==> src/rtl/mem_port_arbiter.sv <==
// mem_port_arbiter: shares one single-port, registered-read, big-endian RAM between the
// fetch port and the data port, adding byte loads and read-modify-write byte stores.
module mem_port_arbiter #(
  parameter int WIDTH      = 32,
  parameter int FIXED_PRIO = 0
) (
  input  logic             clk,
  input  logic             nrst,
  input  logic             if_req,
  input  logic [WIDTH-1:0] if_addr,
  output logic             if_gnt,
  output logic             if_rvalid,
  output logic [WIDTH-1:0] if_rdata,
  input  logic             dm_req,
  input  logic             dm_we,
  input  logic             dm_byte,
  input  logic [WIDTH-1:0] dm_addr,
  input  logic [WIDTH-1:0] dm_wdata,
  output logic             dm_gnt,
  output logic             dm_rvalid,
  output logic [WIDTH-1:0] dm_rdata,
  output logic [WIDTH-1:0] ram_ad,
  output logic [WIDTH-1:0] ram_d,
  output logic             ram_we,
  input  logic [WIDTH-1:0] ram_q
);

  typedef enum logic [2:0] {
    IDLE   = 3'd0,
    ACCESS = 3'd1,
    MERGE  = 3'd2,
    WRITE  = 3'd3,
    RESP   = 3'd4
  } state_t;

  state_t     state_r;
  state_t     state_nxt_s;
  logic       last_dm_r;
  logic       own_dm_r;
  logic       we_r;
  logic       byte_r;
  logic [7:0] wbyte_r;

  // Arbitration; gated by nrst so nothing is granted while reset is held
  always_comb begin
    if_gnt = 1'b0;
    dm_gnt = 1'b0;
    if (nrst && (state_r == IDLE)) begin
      if (if_req && dm_req) begin
        if ((FIXED_PRIO != 0) || !last_dm_r) begin
          dm_gnt = 1'b1;
        end else begin
          if_gnt = 1'b1;
        end
      end else begin
        if_gnt = if_req;
        dm_gnt = dm_req;
      end
    end else begin
      if_gnt = 1'b0;
      dm_gnt = 1'b0;
    end
  end

  // Next-state logic
  always_comb begin
    state_nxt_s = state_r;
    case (state_r)
      IDLE: begin
        if (if_gnt || dm_gnt) begin
          state_nxt_s = ACCESS;
        end else begin
          state_nxt_s = IDLE;
        end
      end
      ACCESS: begin
        if (own_dm_r && we_r && byte_r) begin
          state_nxt_s = MERGE;
        end else begin
          state_nxt_s = RESP;
        end
      end
      MERGE:   state_nxt_s = WRITE;
      WRITE:   state_nxt_s = RESP;
      RESP:    state_nxt_s = IDLE;
      default: state_nxt_s = IDLE;
    endcase
  end

  // State register
  always_ff @(posedge clk or negedge nrst) begin
    if (!nrst) begin
      state_r <= IDLE;
    end else begin
      state_r <= state_nxt_s;
    end
  end

  // Request latch and RAM control; only the store byte is kept for the merge
  always_ff @(posedge clk or negedge nrst) begin
    if (!nrst) begin
      ram_ad    <= {WIDTH{1'b0}};
      ram_d     <= {WIDTH{1'b0}};
      ram_we    <= 1'b0;
      last_dm_r <= 1'b0;
      own_dm_r  <= 1'b0;
      we_r      <= 1'b0;
      byte_r    <= 1'b0;
      wbyte_r   <= 8'h00;
    end else begin
      case (state_r)
        IDLE: begin
          if (dm_gnt) begin
            ram_ad    <= dm_addr;
            ram_d     <= dm_wdata;
            ram_we    <= dm_we & ~dm_byte;
            last_dm_r <= 1'b1;
            own_dm_r  <= 1'b1;
            we_r      <= dm_we;
            byte_r    <= dm_byte;
            wbyte_r   <= dm_wdata[7:0];
          end else if (if_gnt) begin
            ram_ad    <= if_addr;
            ram_d     <= dm_wdata;
            ram_we    <= 1'b0;
            last_dm_r <= 1'b0;
            own_dm_r  <= 1'b0;
            we_r      <= 1'b0;
            byte_r    <= 1'b0;
          end else begin
            ram_we <= 1'b0;
          end
        end
        // The addressed byte is the most significant one of the big-endian word
        MERGE: begin
          ram_d  <= {wbyte_r, ram_q[WIDTH-9:0]};
          ram_we <= 1'b1;
        end
        default: ram_we <= 1'b0;
      endcase
    end
  end

  // Response to the owning port during RESP; data is zero outside rvalid
  always_comb begin
    if_rvalid = 1'b0;
    if_rdata  = {WIDTH{1'b0}};
    dm_rvalid = 1'b0;
    dm_rdata  = {WIDTH{1'b0}};
    if (state_r == RESP) begin
      if (own_dm_r) begin
        dm_rvalid = 1'b1;
        if (we_r) begin
          dm_rdata = {WIDTH{1'b0}};
        end else if (byte_r) begin
          dm_rdata = {{(WIDTH-8){1'b0}}, ram_q[WIDTH-1:WIDTH-8]};
        end else begin
          dm_rdata = ram_q;
        end
      end else begin
        if_rvalid = 1'b1;
        if_rdata  = ram_q;
      end
    end else begin
      if_rvalid = 1'b0;
      dm_rvalid = 1'b0;
    end
  end

endmodule

==> config.mk <==
export PLATFORM = sky130hd
export DESIGN_NAME = mem_port_arbiter
export DESIGN_NICKNAME = d
export VERILOG_FILES = /design/src/rtl/mem_port_arbiter.sv
export SDC_FILE = /design/constraint.sdc
export NUM_CORES = 1
export LEC_CHECK = 0
export ABC_AREA = 1
export BUFFER_PORTS_ARGS = -buffer_cell sky130_fd_sc_hd__buf_2
export CORE_ASPECT_RATIO = 0.7
export CORE_MARGIN = 4
export CORE_UTILIZATION = 40
export DETAILED_ROUTE_END_ITERATION = 12
export GPL_TIMING_DRIVEN = 1
export MAX_ROUTING_LAYER = met4
export PLACE_DENSITY = 0.75
export SLEW_MARGIN = 20
export SYNTH_ARGS = -nofsm -noshare
export SYNTH_HDL_FRONTEND = slang
export SYNTH_SLANG_ARGS = --single-unit
==> constraint.sdc <==
create_clock -name clk -period 1.45 [get_ports clk]
set_input_delay 0 -clock clk [delete_from_list [all_inputs] [get_ports clk]]
set_output_delay 0 -clock clk [all_outputs]
set_load 0.05 [all_outputs]
# Word-level counts from Yosys, hierarchy flattened
# Cells that the tools add are included.
# word_totals
register_bits,79
out_inout_bits,133
# classes
eq_ne,5
muxes,28
bitwise,2
reduce_logical,11
# ops
op,count
two-way mux 32 bit,10
one-hot mux 32 bit (2 select lines),1
two-way mux 1 bit,14
one-hot mux 3 bit (4 select lines),1
== test 3 x 2 -> 1 bit (second input constant),2
AND reduction 2 bit,3
logical AND 1 bit,4
nonzero test 2 bit,2
== test 3 x 1 -> 1 bit (second input constant),1
== test 3 bit (second input constant),1
zero test 3 bit,1
two-way mux 3 bit,1
inequality test 3 bit (second input constant),1
one-hot mux 1 bit (2 select lines),1
bitwise AND 1 bit,1
logical OR 1 bit,1
NOT 1 bit,1

# Depth between registers and ports, before layout
# Gate-level depths: netlist of the first run.
# depth
word_depth,6
mapped_depth,8
depth_no_buf,7

# Worst setup path before layout of the first run
# OpenSTA, ideal clock, no wires.
# synth_path
path_type,reg2out
from,register state_r[0]
to,output dm_rdata[3]
t_arrival_ns,2.401
required_ns,1.450
slack_ns,-0.951
path_stages_with_launch,5
n_path_buf,1
path_cell_list,dfrtp_1 -> nor3_2 -> nand2_1 -> clkbuf_1 -> nor4_1
# synth_via
elab_chain_cells,2
# synth_rtl
item,line,text
from (decl),36,state_t state_r;
from (signal assigned),95,state_r <= state_nxt_s;
== test 3 bit,150,if (state_r == RESP) begin
two-way mux 32 bit,150,
to (decl),21,"output logic [WIDTH-1:0] dm_rdata,"
# No other way between the ends.

# Final worst setup path of the first run
# layout_path
from,register state_r[2]
to,output if_rdata[24]
# layout_via
elab_chain_cells,2
# layout_rtl
item,line,text
== test 3 bit,150,
two-way mux 32 bit,150,
to (decl),13,"output logic [WIDTH-1:0] if_rdata,"
# No other way between the ends.

==> results.toml, run 1 <==
[grt]
grt.total_usage = 0.294
met1_usage = 0.369
grt_pass1_wl_um = 32200
gr-max-usage-layer = "met2"
grt.overflow.total = 0
grt_max_degree = 59
grt_antenna_before_repair = 0
met3_usage = 0.0571
grt_pass1_vias = 6275
grtUsageMet2 = 0.491

[cts]
clk_pin_slew_ps = 60
insertion_delay_ps = 340
cts_tree = "done"
cts_sinks = 79
clk_path_buf_depth = 2
cts_buffers = 9
cts-root-buf = "clkbuf_16"
htree_levels = 3

[floorplanning]
fp.dieH_um = 100
rows = 33
die_w_um = 140
core-area_mm2 = 0.0118
die_area_mm2 = 0.0140
start_util = 0.412
ios = 267

[power_and_ir_drop]
pwr-share-clk = 0.127
cellPowerDensity_mw_per_mm2 = 2090
p_leak_nw = 5.26
swShare = 0.529
power.switching_mw = 10.8
p_int_mw = 9.61
p_comb_frac = 0.673
vdd_drop_max_mv = 1.36
p_seq_frac = 0.200

[critical_path]
worstSetupEndpointType = "primary output"
rr_startpoint = "state_r[2]"
cp_num_buf_inv = 5
cp_slowest_stage_delay_ps = 400
path_class = "flip-flop to primary output"
critPathMostFrequentCell = "buf_6"
worstPathMaxFanout = 17
start_kind = "flip-flop"
critPathArrivalTime_ps = 1960
cp_slowest_cell = "dfrtp_1"
crit_family = "buffers and inverters"
reg2reg_depth = 10
r2r_slack_ps = -340
worstReg2RegEnd = "ram_ad[9]"
crit_chain = "inv_2 > nor3_4 > buf_4 > buf_6 > nand2_8 > buf_12 > nor2_2 > buf_6"
required_ps = 1450

[placement]
port_buffers = 266
dpl.hpwl_um = 11700
gp_congestion = 0.898
place_ws_ps = -47.2

[status]
violations = "setup timing"
status = "finished, violations left"

[detailed_routing]
viasPerCell = 5.31
drt-wirelength-per-cell_um = 20.3
drt_iter0_markers = 526
drc = 0
ant_nets = 0
wirelength_um = 25300
first_pass_iters = 7
num_vias = 6625

[worst_hold_path]
whs_endpoint = "ram_d[28]"
hold_depth = 5
min_from = "dm_wdata[28]"
hold_path_class = "input pin to flip-flop"

[sta]
finalClockSkew_ps = 6.36
rsz0062_at_grt = "true"
slew_viol_final = 0
worst_slack_ps = -510
hold_viol = 0
worstMarginPinSlew_ps = 750
maxSlewHeadroom = 0.500
post-route-period-util = 1.35
clock.fmax_ghz = 0.510
setup_viol = 146
period_minus_slack_ps = 1960

[flow_run]
max-cap-violations = 0

[logic_synthesis]
ys_types = 27
postSynthAreaPerCell_um2 = 7.12
yosys_warnings = 0
syn_inst = 684
synth-seq-cells = 79
syn-cell-area_mm2 = 0.00487
synthesis.nets = 818
seq_area_frac_synth = 0.406

[finish]
area_delta_synth_final_pct = 101
num-fill-cells = 610
fin_util = 0.827
drive_gt1_frac = 0.466
nNetsFinal = 1218
-- sequential cells by signal, indices dropped and copies added, names as in the netlist --
name	flops
we_r	1
wbyte_r	8
ram_ad	32
state_r	3
ram_d	32
ram_we	1
own_dm_r	1
byte_r	1
-- cell families (layout without fill, tap and decap cells) --
group | Yosys count | in the layout | synth area share
simple gates | 405 | 405 | 0.388
buf+inv | 155 | 560 | 0.154
flops | 79 | 79 | 0.406
compound gates | 45 | 45 | 0.0519
other cells | 0 | 2 | 0
-- worst min-delay path, cell delays in order --
cell and delay (ps):
buf_2 80, nand2_1 50, o21ai_1 80, nand2_2 70, nand2_2 50
-- layout make-up --
class                   count  area, um^2  share of cell area
clock buffers              11         233              0.0238
flip-flops and latches     79        1980               0.202
clock inverters             5         106              0.0109
repair buffers            430        3950               0.405
inverters                 114         447              0.0457
multi-input cells         450        2850               0.292
well taps                 157         196              0.0201
diodes                      2        5.00            0.000512
-- power by group through the flow --
stage          Sequential [mW]  Clock (mW)  Combinational [mW]
6_report                  4.08        2.60                13.7
5_1_grt                   4.17        2.72                14.3
4_1_cts                   3.99        2.61                11.4
3_5_place_dp              3.99           0                10.4
3_3_place_gp              4.00           0                10.2
2_1_floorplan             6.99           0                4.88
-- layout by cell type (no fill, tap or decap), types with 2 or more instances in the layout --
| master | netlist | layout |
|---|---|---|
| nand2_1 | 224 | 204 |
| buf_2 | 10 | 197 |
| inv_1 | 112 | 109 |
| dlygate4sd3_1 | 0 | 97 |
| dfrtp_1 | 79 | 79 |
| buf_6 | 5 | 70 |
| nand2_2 | 25 | 38 |
| nand3_1 | 39 | 33 |
| nand3_2 | 29 | 33 |
| o21ai_0 | 41 | 32 |
| nor3_4 | 0 | 25 |
| clkbuf_16 | 0 | 23 |
| buf_12 | 3 | 23 |
| nor2_2 | 2 | 21 |
| nor2_1 | 50 | 17 |
| nor2_4 | 1 | 15 |
| buf_8 | 2 | 13 |
| buf_4 | 12 | 12 |
| nor4_4 | 0 | 8 |
| o21ai_1 | 0 | 8 |
| nand2_4 | 1 | 6 |
| buf_16 | 0 | 4 |
| bufinv_16 | 0 | 3 |
| diode_2 | 0 | 2 |
| inv_2 | 1 | 2 |
| nand3_4 | 0 | 2 |
| nand2_8 | 0 | 2 |
| clkinv_4 | 0 | 2 |
| clkbuf_1 | 9 | 2 |
-- repair_timing --
item	CTS	global route
buffers inserted	7	12
resized for setup	151	130
cloned	5	22
hold endpoints to repair	145	0
endpoints found under the setup margin	80	142
pin swaps	15	15
hold buffers	97	0
-- layer usage --
layer / part of all wire / wire length [um] / vias to the layer above
li1: - / - / 2889
met1: 0.38 / 9550 / 3162
met2: 0.49 / 12300 / 487
met3: 0.10 / 2560 / 87
met4: 0.036 / 918 / 0
met5: 0 / 0 / -
-- cells in the mapped netlist, drive strengths merged --
cell / count / share of area
dfrtp: 79 / 0.41
nand3: 68 / 0.10
o21ai: 42 / 0.045
o22ai: 1 / 0.0013
buf: 32 / 0.059
inv: 113 / 0.087
nand2: 250 / 0.21
a21oi: 2 / 0.0051
nor3: 25 / 0.027
clkinv: 1 / 0.00077
nor2: 53 / 0.043
nor4: 8 / 0.010
nand4: 1 / 0.0013
clkbuf: 9 / 0.0069
-- stage by stage --
stage	power [mW]	hold slack [ps]	cells	cell area, um^2	TNS [ps]
after floorplan	11.9	-296	684	5320	-6850
after global placement	14.2	30.6	1090	6840	-9.69
after detailed placement	14.4	28.5	1090	6840	-183
after CTS	18.1	1.43	1215	8830	-15520
after global routing	21.2	72.9	1246	9760	-55340
final	20.4	35.6	1248	9770	-47690
-- worst max-delay path by stage --
stage / from / end / cells past startpoint
global route: state_r[2] / if_rdata[9] / 8
detailed placement: state_r[0] / dm_rdata[22] / 5
floorplan: state_r[0] / dm_rdata[0] / 3
CTS: state_r[1] / dm_rdata[15] / 6
finish: state_r[2] / if_rdata[24] / 8
global placement: state_r[0] / dm_rdata[3] / 5
No activity file was read; power rests on OpenSTA's default activity.
==> run 2: changes to the inputs <==
Settings changed: ABC_AREA 1 to not set, CORE_UTILIZATION 40 to 39, PLACE_DENSITY 0.75 to 0.76.
==> run 2 against run 1 <==
  * The flow now stops in 5_1_grt
  * Synthesized area down 11%
  * Synthesized cell count fell by 26%
==> results.toml, run 2 <==
[logic_synthesis]
postSynthAreaPerCell_um2 = 8.60
synth_edf_count = 0
synth_xor_area_frac = 0
synthTopCellsByArea = "dfrtp_1, a31oi_1, and2_1"
syn_inst = 504
synth-seq-cells = 79
ys_types = 31
synthesis.nets = 638
synth_common_cells = "dfrtp_1, a21oi_1, a31oi_1"
synth_top_family_by_area = "compound AO/OA/AOI/OAI gates"
yosys.cell_count.top_type = "dfrtp_1"
netlist.area_leader.share = 0.456
syn-cell-area_mm2 = 0.00433
yosys_warnings = 0
seq_area_frac_synth = 0.456
synth-compound-area-share = 0.254
synth_fa_ha_area_frac = 0
async_flop_share = 1.00
yosysTopAreaCell = "dfrtp_1"
synthSimpleGateAreaFrac = 0.189
synthFlopType = "dfrtp_1"
synthMuxAreaShare = 0.0419

[placement]
port_buffers = 266
gp_congestion = 0.873
dpl.hpwl_um = 12200
dp_cells = 904
post_dp_cell_area_mm2 = 0.00629
place_ws_ps = -314

[status]
lastStage = "5_1_grt"
error_line = "[ERROR GRT-0232] Routing congestion too high. Check the congestion heatmap in the GUI."
status = "aborted with a tool error"

[floorplanning]
die_w_um = 134
rows = 31
ios = 267
fp.dieH_um = 96.2
start_util = 0.409

[grt]
grt.total_usage = 0.892
grt_max_degree = 66
grt.overflow.total = 421

[cts]
htree_levels = 3
clk_path_buf_depth = 2
cts-root-buf = "clkbuf_16"
cts_buffers = 9
cts_sinks = 79

[sta]
postGrtWorstEndpoint = "ram_d[19]$_DFFE_PN0P_/D"
endpoint_type = "register input"
run 2: cell types whose count changed after synthesis, sizes merged, moves of 22 or more:
cell,delta
nor3,-22
a31oi,+65
a21oi,+64
clkbuf,+29
o21ai,+22
nand3,-35
nand2,-246
inv,-112
and2,+56
run 2: cell families after synthesis:
family / Yosys count
AND/OR/NAND/NOR: 151
AO/OA/AOI/OAI: 200
buffers and inverters: 57
multiplexers: 17
flip-flops: 79
run 2: layer usage:
metal,GRT overflow,track usage
met5,-,-
met4,102,0.968
met3,5,0.723
met2,312,1.09
met1,2,0.814
run 2: per-stage QoR:
step	TNS, ps	utilization
3_3_place_gp	-20390	0.594
2_1_floorplan	-20030	-
3_5_place_dp	-28110	0.594
4_1_cts	-59190	0.962
run 2: timing repair:
action                                  4_1_cts
pin swaps                                    96
setup buffers                                49
hold buffers                                122
hold endpoints to repair                    154
endpoints found under the setup margin      143
resized for setup                           355
gates cloned                                 26
==> run 3: changes to the inputs <==
Settings changed: CORE_ASPECT_RATIO 0.7 to not set, CORE_UTILIZATION 39 to 25, MAX_ROUTING_LAYER met4 to not set, PLACE_DENSITY 0.76 to not set, PLACE_DENSITY_LB_ADDON set to 0.15.
Clock period 1.45 ns to 1.9 ns, I/O delays scaled along.
==> run 3 against run 2 <==
  * The flow now finishes, with violations (setup timing)
  * Synthesized area did not move
  * Synthesized cell count did not move
==> results.toml, run 3 <==
[critical_path]
rr_startpoint = "state_r[0]"
start_kind = "flip-flop"
critPathArrivalTime_ps = 1970
path_class = "flip-flop to primary output"
r2r_slack_ps = 40
path_depth = 7
cp_slowest_cell = "dfrtp_1"
cp_slowest_stage_delay_ps = 390
worstSetupEndpointType = "primary output"
required_ps = 1900
startpoint = "state_r[0]"
reg2reg_depth = 5
crit_chain = "buf_6 > or3_4 > nor3_4 > buf_6 > buf_8 > and2_4 > buf_8"
crit_family = "simple AND/OR/NAND/NOR gates"
worstPathMaxFanout = 8
worstReg2RegEnd = "wbyte_r[5]"
cp_num_buf_inv = 4
crit_end = "dm_rdata[25]"

[logic_synthesis]
netlist.area_leader.share = 0.456
yosys_warnings = 0
postSynthAreaPerCell_um2 = 8.60
synth_edf_count = 0
syn-cell-area_mm2 = 0.00433
synth_common_cells = "dfrtp_1, a21oi_1, a31oi_1"
yosysTopAreaCell = "dfrtp_1"
yosys.cell_count.top_type = "dfrtp_1"
seq_area_frac_synth = 0.456
syn_inst = 504
synthesis.nets = 638
synthFlopType = "dfrtp_1"
synth-seq-cells = 79
ys_types = 31
synthTopCellsByArea = "dfrtp_1, a31oi_1, and2_1"
async_flop_share = 1.00

[floorplanning]
core-area_mm2 = 0.0168
ios = 267
rows = 47
die_w_um = 140
die_area_mm2 = 0.0195
fp.dieH_um = 140
start_util = 0.259

[grt]
grt_pass1_vias = 5814
met1_usage = 0.246
grt.total_usage = 0.200
gr-max-usage-layer = "met2"
grt_pass1_wl_um = 31200
grt_antenna_before_repair = 0
grt_max_degree = 56
grtUsageMet2 = 0.340
met3_usage = 0.0374
grt.overflow.total = 0

[status]
status = "finished, violations left"
violations = "setup timing"

[finish]
final_cell_mix = "buf_2, dlygate4sd3_1, dfrtp_1, a31oi_1, a21oi_1"
layout_commonest_cell = "buf_2"
fin_util = 0.502
stdcell_count = 1125
drive_gt1_frac = 0.440
area_delta_synth_final_pct = 94.3
diodes = 0
nNetsFinal = 1034
num-fill-cells = 1558
reg_top3 = "ram_ad: 32 flops, ram_d: 32 flops, wbyte_r: 8 flops"
fin_area_mm2 = 0.00842

[placement]
place_ws_ps = 103
port_buffers = 266
dp_cells = 962
gp_congestion = 0.841
dpl.hpwl_um = 13000
post_dp_cell_area_mm2 = 0.00601

[sta]
clock.fmax_ghz = 0.508
period_minus_slack_ps = 1970
hold_viol = 0
worst_slack_ps = -68.1
setup_viol = 25
rsz0062_at_grt = "true"
post-route-period-util = 1.04
worstMarginPinSlew_ps = 742
maxSlewHeadroom = 0.505
finalClockSkew_ps = 5.88
slew_viol_final = 0

[cts]
insertion_delay_ps = 340
clk_path_buf_depth = 2
htree_levels = 3
cts_tree = "done"
clk_pin_slew_ps = 70
cts-root-buf = "clkbuf_16"
cts_sinks = 79
cts_buffers = 9

[worst_hold_path]
min_from = "dm_wdata[21]"
hold_path_class = "input pin to flip-flop"

[detailed_routing]
ant_nets = 0
drt_iter0_markers = 252
viasPerCell = 4.97
first_pass_iters = 4
num_vias = 5590
wirelength_um = 20800
drc = 0
drt-wirelength-per-cell_um = 18.5

[flow_run]
max-cap-violations = 0

[power_and_ir_drop]
total_power_mw = 11.6
p_leak_nw = 3.84
vdd_drop_max_mv = 0.675
cellPowerDensity_mw_per_mm2 = 1380
[run 3: through the flow]
| step | TNS (ps) | hold slack (ps) |
|---|---|---|
| 2_1_floorplan | -89.3 | -296 |
| 3_3_place_gp | 0 | 48.1 |
| 3_5_place_dp | 0 | 65.8 |
| 4_1_cts | -2730 | 9.56 |
| 5_1_grt | -3630 | 21.0 |
| 6_report | -1270 | 23.2 |
[run 3: how the worst min path moves through the flow]
stage / to / cells past startpoint
after floorplan: byte_r / 0
after global placement: ram_d[23] / 2
after detailed placement: ram_d[23] / 2
after CTS: ram_d[21] / 3
after global routing: ram_d[21] / 3
final: ram_d[21] / 3
[run 3: worst reg2reg max path: cells and delay by family, from the launching register on]
kind / cells / cell delay (ps)
flops: 1 / 390
mux: 1 / 310
buf+inv: 2 / 280
simple gates: 2 / 780
[run 3: logic make-up (layout without fill, tap and decap cells)]
logic type / Yosys count / after routing / share of synthesized area
compound gates: 200 / 200 / 0.254
flops: 79 / 79 / 0.456
mux: 17 / 17 / 0.0419
buf+inv: 57 / 457 / 0.0586
simple gates: 151 / 152 / 0.189
[run 3: per-layer routing]
metal | vias up | part of all wire
li1 | 2607 | -
met1 | 2684 | 0.40
met2 | 253 | 0.51
met3 | 46 | 0.059
met4 | 0 | 0.030
met5 | - | 0
[run 3: what timing repair did]
item                                    in CTS  in global routing
resized for setup                          160                 77
gates cloned                                 3                  2
buffers inserted                            10                 11
hold buffers                               124                  0
endpoints found under the setup margin      67                 85
endpoints found under the hold margin      155                  0
pin swaps                                   21                 20
[run 3: layout make-up]
| cell class | instances | area (um^2) | share of cell area |
|---|---|---|---|
| Timing Repair Buffer | 440 | 3560 | 0.423 |
| Clock inverter | 7 | 56.3 | 0.00669 |
| Clock buffer | 9 | 225 | 0.0267 |
| Sequential cell | 79 | 1980 | 0.235 |
| Inverter | 1 | 3.75 | 0.000446 |
| Tap cell | 220 | 275 | 0.0327 |
| Multi-Input combinational cell | 369 | 2320 | 0.276 |
[run 3: power by group]
group / internal, mW / leakage (nW) / switching, mW
Combinational: 2.11 / 2.77 / 4.89
Sequential: 2.48 / 0.931 / 0.443
Clock: 0.902 / 0.137 / 0.771
